File: src/rtl/pipe_stage_buffer.sv
// pipe_stage_buffer
//   Elastic pipeline-stage register. It carries a control field and a data
//   field through a main + skid buffer with a valid/ready handshake. Flush
//   discards held entries and inserts a bubble. A saturating counter records
//   the cycles on which downstream was ready but no entry was offered.
//
//   state | meaning
//   ------+-----------------------------------------
//   EMPTY | main and skid invalid
//   ONE   | main valid, skid empty
//   FULL  | main and skid valid, upstream is stalled
//
// Ports
//   Clk, Reset         clock and asynchronous active-high reset
//   InValid/InReady    upstream handshake; InReady is registered (skid empty)
//   InCtrl, InData     upstream control and data fields
//   Flush              drop every held entry and the entry offered this cycle
//   OutValid/OutReady  downstream handshake
//   OutCtrl, OutData   main entry; OutCtrl reads as 0 (NOP) when invalid
//   Occupancy          number of valid entries, 0..2
//   BubbleCount        saturating count of cycles with OutReady=1 and OutValid=0
module pipe_stage_buffer #(
    parameter int DATA_W = 128,
    parameter int CTRL_W = 16,
    parameter int CNT_W  = 16
) (
    input  logic              Clk,
    input  logic              Reset,
    input  logic              InValid,
    output logic              InReady,
    input  logic [CTRL_W-1:0] InCtrl,
    input  logic [DATA_W-1:0] InData,
    input  logic              Flush,
    output logic              OutValid,
    input  logic              OutReady,
    output logic [CTRL_W-1:0] OutCtrl,
    output logic [DATA_W-1:0] OutData,
    output logic [1:0]        Occupancy,
    output logic [CNT_W-1:0]  BubbleCount
);

    // Bit 0 is the main valid bit and bit 1 is the skid valid bit, so the
    // state register is the pair of valid flags.
    typedef enum logic [1:0] {
        EMPTY = 2'b00,
        ONE   = 2'b01,
        FULL  = 2'b11
    } state_t;

    localparam logic [CNT_W-1:0] CNT_MAX = '1;

    state_t            state;
    logic [CTRL_W-1:0] main_ctrl;
    logic [DATA_W-1:0] main_data;
    logic [CTRL_W-1:0] skid_ctrl;
    logic [DATA_W-1:0] skid_data;
    logic [CNT_W-1:0]  bubble_count;

    logic main_valid;
    logic skid_valid;
    logic xfer_in;
    logic xfer_out;

    assign main_valid = state[0];
    assign skid_valid = state[1];

    // Ready comes from registered state only, so downstream stalls never
    // form a combinational path back upstream; the skid entry absorbs the
    // transfer already in flight.
    assign InReady  = ~skid_valid;
    assign xfer_in  = InValid & InReady;
    assign xfer_out = main_valid & OutReady;

    always_ff @(posedge Clk or posedge Reset) begin
        if (Reset) begin
            state        <= EMPTY;
            main_ctrl    <= '0;
            main_data    <= '0;
            skid_ctrl    <= '0;
            skid_data    <= '0;
            bubble_count <= '0;
        end else begin
            // Bubbles count regardless of Flush.
            if (OutReady && !main_valid && bubble_count != CNT_MAX)
                bubble_count <= bubble_count + CNT_W'(1);

            if (Flush) begin
                // Data fields are left as they are; only valid and control
                // are cleared, which is enough to make both entries NOPs.
                state     <= EMPTY;
                main_ctrl <= '0;
                skid_ctrl <= '0;
            end else begin
                case (state)
                    EMPTY: begin
                        if (xfer_in) begin
                            state     <= ONE;
                            main_ctrl <= InCtrl;
                            main_data <= InData;
                        end
                    end
                    ONE: begin
                        case ({xfer_in, xfer_out})
                            2'b11: begin
                                main_ctrl <= InCtrl;
                                main_data <= InData;
                            end
                            2'b10: begin
                                state     <= FULL;
                                skid_ctrl <= InCtrl;
                                skid_data <= InData;
                            end
                            2'b01: begin
                                state     <= EMPTY;
                                main_ctrl <= '0;
                            end
                            default: ;
                        endcase
                    end
                    FULL: begin
                        if (xfer_out) begin
                            state     <= ONE;
                            main_ctrl <= skid_ctrl;
                            main_data <= skid_data;
                            skid_ctrl <= '0;
                        end
                    end
                    default: state <= EMPTY;
                endcase
            end
        end
    end

    assign OutValid    = main_valid;
    assign OutCtrl     = main_valid ? main_ctrl : '0;
    assign OutData     = main_data;
    assign Occupancy   = {1'b0, main_valid} + {1'b0, skid_valid};
    assign BubbleCount = bubble_count;

endmodule

File: config.mk
export PLATFORM = sky130hd
export DESIGN_NAME = pipe_stage_buffer
export DESIGN_NICKNAME = d
export VERILOG_FILES = /design/src/rtl/pipe_stage_buffer.sv
export SDC_FILE = /design/constraint.sdc
export NUM_CORES = 1
export LEC_CHECK = 0
export CORE_ASPECT_RATIO = 0.6
export CORE_MARGIN = 2
export CORE_UTILIZATION = 52
export CTS_BUF_LIST = sky130_fd_sc_hd__clkbuf_8
export DETAILED_ROUTE_END_ITERATION = 12
export GPL_ROUTABILITY_DRIVEN = 0
export PLACE_DENSITY_LB_ADDON = 0.08
export RECOVER_POWER = 50
export SLEW_MARGIN = 40
export SYNTH_ARGS = -nofsm -noshare
export SYNTH_HDL_FRONTEND = slang
export SYNTH_SLANG_ARGS = --single-unit
export TNS_END_PERCENT = 5
File: constraint.sdc
create_clock -name Clk -period 13.1 [get_ports Clk]
set_input_delay 3.93 -clock Clk [delete_from_list [all_inputs] [get_ports Clk]]
set_output_delay 3.93 -clock Clk [all_outputs]
set_load 0.005 [all_outputs]
==> impl_metrics.py <==
metrics = {
    "status": {
        "status": "complete, but fails checks",
        "violations": "max-capacitance violations, max-slew violations",
    },
    "critical_path": {
        "path_cells": "dlygate4sd3_1 -> clkinvlp_2",
        "crit_required_ns": 12.66,
        "crit_family": "buffers and inverters",
        "crit_buf_inv": 2,
        "slowest_stage": "clkinvlp_2",
        "max_stage_delay_ns": 3.36,
        "crit_fanout": 136,
        "crit_type": "in2async",
        "critPathLaunchType": "input port",
        "cp_data_arrival_time_ns": 7.91,
        "endpoint_kind": "asynchronous set/reset pin",
    },
    "synth": {
        "postSynth.asyncResetShare_pct": 100,
        "synth.area.top_cells": "dfrtp_1 59%, mux2_2 11%, mux2i_1 10%",
        "netlist_instances": 1033,
        "synth_most_common_cell": "dfrtp_1",
        "ys_seq_elements": 306,
        "yosysWarnings": 0,
        "synth_area_um2": 13100,
        "synth_top_cell_area_share_pct": 58.7,
        "yosysUniqueCellTypes": 36,
        "ys.flop_type": "dfrtp_1",
        "netlist_top_cells_count": "306 x dfrtp_1, 138 x nand2_1, 131 x mux2i_1",
        "yosysSeqAreaShare_pct": 58.7,
        "mappedNetlistNets": 1187,
        "synth_area_per_cell_um2": 12.6,
        "synth_edf_count": 0,
        "synth.largest_area_cell": "dfrtp_1",
    },
    "floorplanning": {
        "die_h_um": 127,
        "ios": 313,
        "core-area_um2": 24400,
        "start_util_pct": 53.5,
        "die_x_um": 209,
        "num_rows": 44,
        "dieArea_um2": 26400,
    },
    "clock_tree": {
        "clock_path_buffers": 3,
        "post_cts_resized": 0,
        "htreeDepth": 2,
        "path_clk_slew_ns": 0.07,
        "cts_tree": "done",
        "post_cts_buffers": 0,
        "cts.sinks": 306,
        "insertion_delay_ns": 0.57,
        "cts_made_buffers": 44,
        "hold_buffers": 0,
        "ctsRootBufferMaster": "clkbuf_8",
    },
    "timing": {
        "hold_violations": 0,
        "slew_violations": 173,
        "skew_ns": 0.0198,
        "post-route-min-period_ns": 8.35,
        "fin_ws_ns": 4.75,
        "period_share_pct": 63.8,
        "setup_violations": 0,
        "slew_headroom_pct": -304,
        "worst_pin_slew_ns": 6.03,
        "grt_setup_unrepaired": "no",
        "finalSetupTns_ns": 0,
        "worst_hold_slack_ns": 0.474,
        "fmax_mhz": 120,
    },
    "power_and_ir_drop": {
        "p_leak_nw": 7.44,
        "pwr_density_cell_nw_per_um2": 206,
        "design_power_total_mw": 3.53,
        "ir_drop_mv": 0.143,
    },
    "grt": {
        "grt_max_degree": 137,
        "grt_use_total_pct": 23.1,
        "grt_pass1_vias": 9017,
        "grt_pass1_wl_um": 48500,
        "antenna_found_initial": 2,
        "grt-ovfl-total": 0,
    },
    "cells_and_area": {
        "area_growth_pct": 31.5,
        "layout-drive-gt1-share_pct": 15.4,
        "nNetsFinal": 1487,
        "fillCellCount": 1816,
        "finish.utilization_pct": 70.4,
    },
    "placement": {
        "dpl_worst_slack_ns": 6.39,
        "portBuffers": 312,
        "hpwl_um": 20000,
    },
    "routing": {
        "routed_wl_um": 30200,
        "drt_iter0_drc": 467,
        "ant_nets": 0,
        "via_count": 8881,
        "drtPass1Iterations": 4,
        "drc": 0,
        "vias_per_cell": 5.26,
        "wl_per_cell_um": 17.8,
    },
    "job": {
        "max_cap_violations": 2,
    },
    "hold_path": {
        "hold_class": "reg2reg",
    },
}
## power by group
| part | total (mW) | internal, mW | switching, mW |
|---|---|---|---|
| sequential | 1.59 | 1.37 | 0.224 |
| combinational | 1.18 | 0.674 | 0.501 |
| clock | 0.761 | 0.402 | 0.359 |
| total | 3.53 | 2.45 | 1.08 |
## path summary, 6_finish.rpt
check | start | to | slack, ns | cells after the start
worst min register to register | OutData[100] | OutData[100] | 0.47 | 2
worst max-delay path | Reset | OutData[119] | 4.75 | 2
worst max register to register | state[0] | skid_data[92] | 8.12 | 6
worst min-delay path | OutData[100] | OutData[100] | 0.47 | 2
min in group asynchronous | Reset | OutData[65] | 5.73 | 2
max in group Clk | OutReady | skid_data[92] | 5.15 | 7
## registers in the layout (all words and copies together) (netlist names)
| register | count |
|---|---|
| skid_data | 128 |
| state | 2 |
| skid_ctrl | 16 |
| BubbleCount | 16 |
| OutData | 128 |
| main_ctrl | 16 |
## per-stage QoR
| stage | instances | area (um^2) |
|---|---|---|
| 2_1_floorplan | 1033 | 13100 |
| 3_3_place_gp | 1607 | 16200 |
| 3_5_place_dp | 1608 | 16300 |
| 4_1_cts | 1687 | 17200 |
| 5_1_grt | 1688 | 17200 |
| 6_report | 1690 | 17200 |
## worst min-delay path: cells and delay by family, from the launching register on
kind,cells,cell delay [ns]
flops,1,0.34
compound gates,1,0.06
simple gates,1,0.04
## placed cells by master (no fill, tap or decap), types with 6 or more instances in the layout
cell,count
a22o_1,48
and2_1,16
clkbuf_8,59
clkdlybuf4s50_1,225
dfrtp_1,306
dlygate4sd3_1,87
inv_1,18
mux2_2,129
mux2i_1,131
nand2_1,138
nand3_1,6
nor2_1,10
o21ai_0,89
o21ai_1,40
xnor2_1,13
## logic make-up after synthesis
logic type | synth area share [%]
AO/OA/AOI/OAI | 8.74
XOR/XNOR | 1.01
adder cells (fa/ha/maj) | 0.479
buffers and inverters | 3.54
flip-flops | 58.7
multiplexers | 21.2
AND/OR/NAND/NOR | 6.38
## cell type report
| cell class | count | area, um^2 | area share, % |
|---|---|---|---|
| tap | 322 | 403 | 2.35 |
| sequential | 306 | 7660 | 44.6 |
| inverter | 4 | 16.3 | 0.0948 |
| multi-input combinational | 656 | 4950 | 28.8 |
| clock buffer | 59 | 812 | 4.73 |
| antenna | 2 | 5.00 | 0.0292 |
| timing repair buffer | 321 | 3230 | 18.8 |
| clock inverter | 20 | 85.1 | 0.496 |
## routing by layer
metal	global-route usage [%]	share of wire (%)
met5	0	0
met4	7.41	2.2
met3	8.67	8.5
met2	34.7	44
met1	31.4	45
Power figures use the tool's default switching activity.
